### src/rtl/frame_buffer_arbiter.sv
// Double-buffered frame store arbiter: a single-port RAM is shared between scan-out
// reads (front bank, absolute priority) and renderer writes (back bank), with a vsync-gated swap.
module frame_buffer_arbiter #(
    parameter int X_SCREEN_PIXELS = 800,
    parameter int Y_SCREEN_PIXELS = 600,
    parameter int ADDR_WIDTH      = 20
) (
    input  logic                  CLOCK_400,
    input  logic                  reset,
    input  logic                  scan_req,
    input  logic [9:0]            scanX,
    input  logic [9:0]            scanY,
    output logic [7:0]            oR,
    output logic [7:0]            oG,
    output logic [7:0]            oB,
    output logic                  scan_valid,
    input  logic                  draw_req,
    input  logic [9:0]            buffX,
    input  logic [9:0]            buffY,
    input  logic [7:0]            iR,
    input  logic [7:0]            iG,
    input  logic [7:0]            iB,
    output logic                  draw_ack,
    input  logic                  newFrame,
    input  logic                  frame_end,
    output logic                  front_bank,
    output logic                  swap_pending,
    output logic [ADDR_WIDTH-1:0] mem_address,
    output logic [23:0]           mem_data,
    input  logic [23:0]           mem_q,
    output logic                  mem_wren
);

    typedef enum logic {IDLE = 1'b0, PENDING = 1'b1} swap_state_t;

    localparam logic [10:0]           X_LIM     = 11'(X_SCREEN_PIXELS);
    localparam logic [10:0]           Y_LIM     = 11'(Y_SCREEN_PIXELS);
    localparam logic [ADDR_WIDTH-1:0] X_W       = ADDR_WIDTH'(X_SCREEN_PIXELS);
    localparam logic [ADDR_WIDTH-1:0] BANK_SIZE = ADDR_WIDTH'(X_SCREEN_PIXELS * Y_SCREEN_PIXELS);

    function automatic logic [ADDR_WIDTH-1:0] pixel_addr(input logic bank,
                                                          input logic [9:0] x,
                                                          input logic [9:0] y);
        return (bank ? BANK_SIZE : '0) + ADDR_WIDTH'(y) * X_W + ADDR_WIDTH'(x);
    endfunction

    swap_state_t state_reg, state_next;
    logic        front_bank_reg, front_bank_next;
    logic        swap_now;

    logic                  draw_ack_reg;
    logic                  mem_wren_reg;
    logic [ADDR_WIDTH-1:0] mem_address_reg;
    logic [23:0]           mem_data_reg;
    logic [1:0]            rd_valid_reg;
    logic [1:0]            rd_blank_reg;
    logic                  scan_valid_reg;

    logic scan_in_range, draw_in_range;
    logic scan_grant, draw_grant, draw_write;

    // ---------------- swap FSM ----------------
    always_ff @(posedge CLOCK_400) begin
        if (reset) begin
            state_reg      <= IDLE;
            front_bank_reg <= 1'b0;
        end else begin
            state_reg      <= state_next;
            front_bank_reg <= front_bank_next;
        end
    end

    always_comb begin
        state_next = state_reg;
        case (state_reg)
            IDLE:    if (newFrame)  state_next = PENDING;
            PENDING: if (frame_end) state_next = IDLE;
            default: state_next = IDLE;
        endcase
    end

    always_comb begin
        swap_pending    = (state_reg == PENDING);
        swap_now        = (state_reg == PENDING) && frame_end;
        front_bank_next = front_bank_reg ^ swap_now;
    end

    // ---------------- RAM arbitration ----------------
    always_comb begin
        scan_in_range = ({1'b0, scanX} < X_LIM) && ({1'b0, scanY} < Y_LIM);
        draw_in_range = ({1'b0, buffX} < X_LIM) && ({1'b0, buffY} < Y_LIM);
        // An off-screen scan needs no RAM, so its slot is free for the renderer.
        scan_grant    = scan_req && scan_in_range;
        draw_grant    = draw_req && !scan_grant && !draw_ack_reg;
        draw_write    = draw_grant && draw_in_range;
    end

    always_ff @(posedge CLOCK_400) begin
        if (reset) begin
            draw_ack_reg    <= 1'b0;
            mem_wren_reg    <= 1'b0;
            mem_address_reg <= '0;
            mem_data_reg    <= '0;
            rd_valid_reg    <= '0;
            rd_blank_reg    <= '0;
            scan_valid_reg  <= 1'b0;
        end else begin
            draw_ack_reg <= draw_grant;
            mem_wren_reg <= draw_write;
            if (scan_grant) begin
                mem_address_reg <= pixel_addr(front_bank_reg, scanX, scanY);
            end else if (draw_write) begin
                mem_address_reg <= pixel_addr(!front_bank_reg, buffX, buffY);
                mem_data_reg    <= {iR, iG, iB};
            end
            rd_valid_reg   <= {rd_valid_reg[0], scan_req};
            rd_blank_reg   <= {rd_blank_reg[0], !scan_in_range};
            scan_valid_reg <= rd_valid_reg[1];
        end
    end

    // Colour channels: index 0 = B, 1 = G, 2 = R, matching the {R,G,B} word layout.
    genvar gi;
    generate
        for (gi = 0; gi < 3; gi++) begin : g_chan
            logic [7:0] chan_reg;
            always_ff @(posedge CLOCK_400) begin
                if (reset)
                    chan_reg <= '0;
                else if (rd_valid_reg[1])
                    chan_reg <= rd_blank_reg[1] ? 8'h00 : mem_q[8*gi +: 8];
            end
        end
    endgenerate

    assign oR           = g_chan[2].chan_reg;
    assign oG           = g_chan[1].chan_reg;
    assign oB           = g_chan[0].chan_reg;
    assign scan_valid   = scan_valid_reg;
    assign draw_ack     = draw_ack_reg;
    assign front_bank   = front_bank_reg;
    assign mem_address  = mem_address_reg;
    assign mem_data     = mem_data_reg;
    assign mem_wren     = mem_wren_reg;

endmodule
### config.mk
export PLATFORM = sky130hd
export DESIGN_NAME = frame_buffer_arbiter
export DESIGN_NICKNAME = d
export VERILOG_FILES = /design/src/rtl/frame_buffer_arbiter.sv
export SDC_FILE = /design/constraint.sdc
export NUM_CORES = 1
export LEC_CHECK = 0
export ABC_AREA = 1
export BUFFER_PORTS_ARGS = -buffer_cell sky130_fd_sc_hd__buf_4
export CORE_ASPECT_RATIO = 1.1
export CORE_MARGIN = 3
export CORE_UTILIZATION = 54
export DETAILED_ROUTE_END_ITERATION = 10
export PLACE_DENSITY = 0.84
export SKIP_LAST_GASP = 1
export SYNTH_ARGS = -nofsm -noshare
export SYNTH_HDL_FRONTEND = slang
export SYNTH_SLANG_ARGS = --single-unit
### constraint.sdc
create_clock -name CLOCK_400 -period 4.9 [get_ports CLOCK_400]
set_clock_uncertainty 0.05 [all_clocks]
set_input_delay 0.49 -clock CLOCK_400 [delete_from_list [all_inputs] [get_ports CLOCK_400]]
set_output_delay 0.49 -clock CLOCK_400 [all_outputs]
set_load 0.03 [all_outputs]
==> results.sh <==
export IMPL_port_buffers=166
export IMPL_synth_cells=894
export IMPL_area_growth_synth_to_final_pct=25.4
export IMPL_grt_max_degree=46
export IMPL_overall_global_routing_usage_pct=24.1
export IMPL_clk_pin_slew_worst_paths_ps=60
export IMPL_finalSetupViolCount=0
export IMPL_first_global_vias=5861
export IMPL_synth_top_flop_cell="dfxtp_1"
export IMPL_worst_path_max_delay_cell="fa_1"
export IMPL_hold_viol_final=0
export IMPL_synthMostInstantiatedCell="nand2_1"
export IMPL_final_net_count=1268
export IMPL_timing_critical_path_mode_cell="nand2_1"
export IMPL_fp_coreArea_um2=11500
export IMPL_cp_required_ps=5110
export IMPL_maximum_clock_frequency_mhz=242
export IMPL_post_synth_cell_area_avg_um2=7.17
export IMPL_syn_area_um2=6410
export IMPL_dr_first_iter_drc_count=368
export IMPL_setup_repair_after_global_routing_missed_its_margin="no"
export IMPL_worst_slew_margin_rel_pct=45.6
export IMPL_chipWidth_um=110
export IMPL_ctsLongestPathBuffers=2
export IMPL_cts_resized_gates=0
export IMPL_clock_sinks=77
export IMPL_timing_critical_path_slowest_cell_delay_ps=460
export IMPL_dp_hpwl_um=12900
export IMPL_fp_dieH_um=120
export IMPL_num_vias=6251
export IMPL_clk_latency_ps=320
export IMPL_dpl_instance_area_um2=7720
export IMPL_status="completed"
export IMPL_critPathMaxFanout=5
export IMPL_ys_async_sr_fraction_pct=0
export IMPL_maxCapViolations=0
export IMPL_timing_final_crit_share_pct=84.4
export IMPL_fin_setup_tns_ps=0
export IMPL_startpoint_type="primary input"
export IMPL_globalRoute_totalOverflow=0
export IMPL_grt_antenna_before_repair=0
export IMPL_floorplan_initialDensity_pct=55.5
export IMPL_ios=167
export IMPL_netlist_area_leader_share_pct=24.1
export IMPL_ctsRootBufferMaster="clkbuf_16"
export IMPL_via_per_inst=5.19
export IMPL_largest_register_ffs=24
export IMPL_timing_critical_path_to_type="register"
export IMPL_postLayoutCellArea_um2=8030
export IMPL_hold_path_cell_count=2
export IMPL_cts_made_buffers=9
export IMPL_placement_rows=41
export IMPL_residual_antenna_violating_net_count_after_detailed_routing=0
export IMPL_fp_dieArea_um2=13200
export IMPL_drc_errors=0
export IMPL_number_of_nets_produced_by_synthesis=1113
export IMPL_ir_drop_v=0.000229
export IMPL_synth_warnings=0
export IMPL_leakage_nw=4.34
export IMPL_drive_gt1_share_pct=19.5
export IMPL_cts_tree="built"
export IMPL_drv_slew=0
export IMPL_antennaDiodeCount=0
export IMPL_hold_fix_buffers_cts=0
export IMPL_synth_sequential_area_ratio_pct=24.1
export IMPL_unique_masters_post_synth=41
export IMPL_drt_pre_antenna_iters=5
export IMPL_powerDensity_nw_per_um2=376
export IMPL_number_of_enable_type_register_cells_in_the_synthesized_netlist=0
export IMPL_number_of_register_bits_inferred_by_synthesis=77
export IMPL_cp_cell_sequence="buf_4, ha_1, ha_1, fa_1, ha_1, a21oi_1, nand2_1, nand4_1, nand2_1, nand2_1, nand2_1, a21oi_1, xnor2_1, ha_1, ha_1, nand2_1, nor2_1, a211oi_1, nand2_1, inv_1, nand2_1, nand2_1, nand2_1, a21oi_1"
export IMPL_min_path_type="primary input to register"
export IMPL_clock_tree_htree_level_count=3
export IMPL_setup_worst_path_class="primary input to register"
export IMPL_synth_largest_area_cell="dfxtp_1"
export IMPL_synth_commonest_cells="203 x nand2_1, 128 x inv_1, 109 x ha_1, 91 x nor2_1, 77 x dfxtp_1"
export IMPL_timing_worst_slew_pin_value_ps=815
export IMPL_gpl_final_weighted_congestion=0.926
export IMPL_postCtsSetupRepairBufs=0
export IMPL_grt_first_pass_wirelength_um=26000
export IMPL_fill_cells=1010
export IMPL_main_area_contributors_after_synthesis="dfxtp_1 24%, ha_1 21%, nand2_1 12%"
export IMPL_finalWorstPathRequiredPeriod_ps=4130
export IMPL_worst_endpoint_arrival_ps=4340
export IMPL_routed_wl_um=16000
export IMPL_wire_per_inst_um=13.3
export IMPL_reg2reg_depth=13
-- stage by stage --
| stage | utilization [%] | setup slack, ps | cells | hold slack (ps) | total power, mW |
|---|---|---|---|---|---|
| after floorplan | - | 875 | 894 | 338 | 1.93 |
| after global placement | 66.9 | 507 | 1188 | 344 | 2.32 |
| after detailed placement | 66.9 | 423 | 1188 | 344 | 2.35 |
| after CTS | 69.6 | 772 | 1204 | 283 | 3.03 |
| after global routing | 69.6 | 364 | 1204 | 288 | 3.30 |
| final | 69.6 | 766 | 1204 | 296 | 3.02 |
-- layer usage --
layer | up-vias | share of wire (%) | track usage [%]
li1 | 3190 | - | -
met1 | 2835 | 41 | 28.7
met2 | 189 | 50 | 42.3
met3 | 37 | 6.2 | 5.93
met4 | 0 | 2.9 | 7.09
met5 | - | 0 | 0
-- cells in the final DEF, fill, tap and decap left out, types with 2 or more instances in the layout --
cell type / synthesis / final
dfxtp_1: 77 / 77
buf_4: 4 / 167
clkinvlp_4: 0 / 2
nand3_2: 5 / 5
o21bai_1: 5 / 5
a31oi_1: 2 / 2
inv_1: 128 / 128
xnor2_1: 15 / 15
o21ai_2: 2 / 2
nand3_1: 49 / 49
a21boi_1: 4 / 4
nor2_1: 91 / 91
fa_1: 16 / 16
inv_2: 6 / 6
nand4_1: 10 / 10
ha_1: 109 / 109
a21oi_1: 67 / 67
clkinv_4: 0 / 2
nand2_2: 3 / 3
clkbuf_16: 0 / 9
xor2_1: 9 / 9
o21ai_0: 48 / 48
nor3_1: 4 / 4
nand2_1: 203 / 203
a21o_1: 2 / 2
-- worst paths after layout --
check,startpoint,end,slack [ps]
setup reg to reg,front_bank,mem_address[12],1910
hold / removal,frame_end,swap_pending,300
hold reg to reg,rd_blank_reg[0],rd_blank_reg[1],350
setup / recovery,scanY[2],mem_address[19],770
-- cell families after synthesis --
group                    after synthesis  share of synthesized area (%)
buffers and inverters                158                           9.86
XOR/XNOR                              24                           3.28
flip-flops                            77                           24.1
AO/OA/AOI/OAI                        139                           12.1
adder cells (fa/ha/maj)              125                           26.3
AND/OR/NAND/NOR                      371                           24.4
-- critical path: cells and delay by family --
family                   cells  cell delay, ps
adder cells (fa/ha/maj)      6            2040
AND/OR/NAND/NOR             11             820
AO/OA/AOI/OAI                4             650
buffers and inverters        2             180
XOR/XNOR                     1             130
-- power breakdown --
group | internal, mW | switching [mW] | leakage, nW
sequential | 0.682 | 0.0317 | 0.631
clock | 0.411 | 0.256 | 0.145
combinational | 0.635 | 1.01 | 3.56
total | 1.73 | 1.29 | 4.34
-- final cells by class --
class	count	area, µm²	share of cell area (%)
Clock buffer	10	239	2.97
Tap cell	150	188	2.34
Sequential cell	77	1540	19.2
Timing Repair Buffer	167	1250	15.6
Inverter	135	507	6.31
Clock inverter	6	71.3	0.888
Multi-Input combinational cell	659	4230	52.7
No activity file was read; power rests on OpenSTA's default activity.
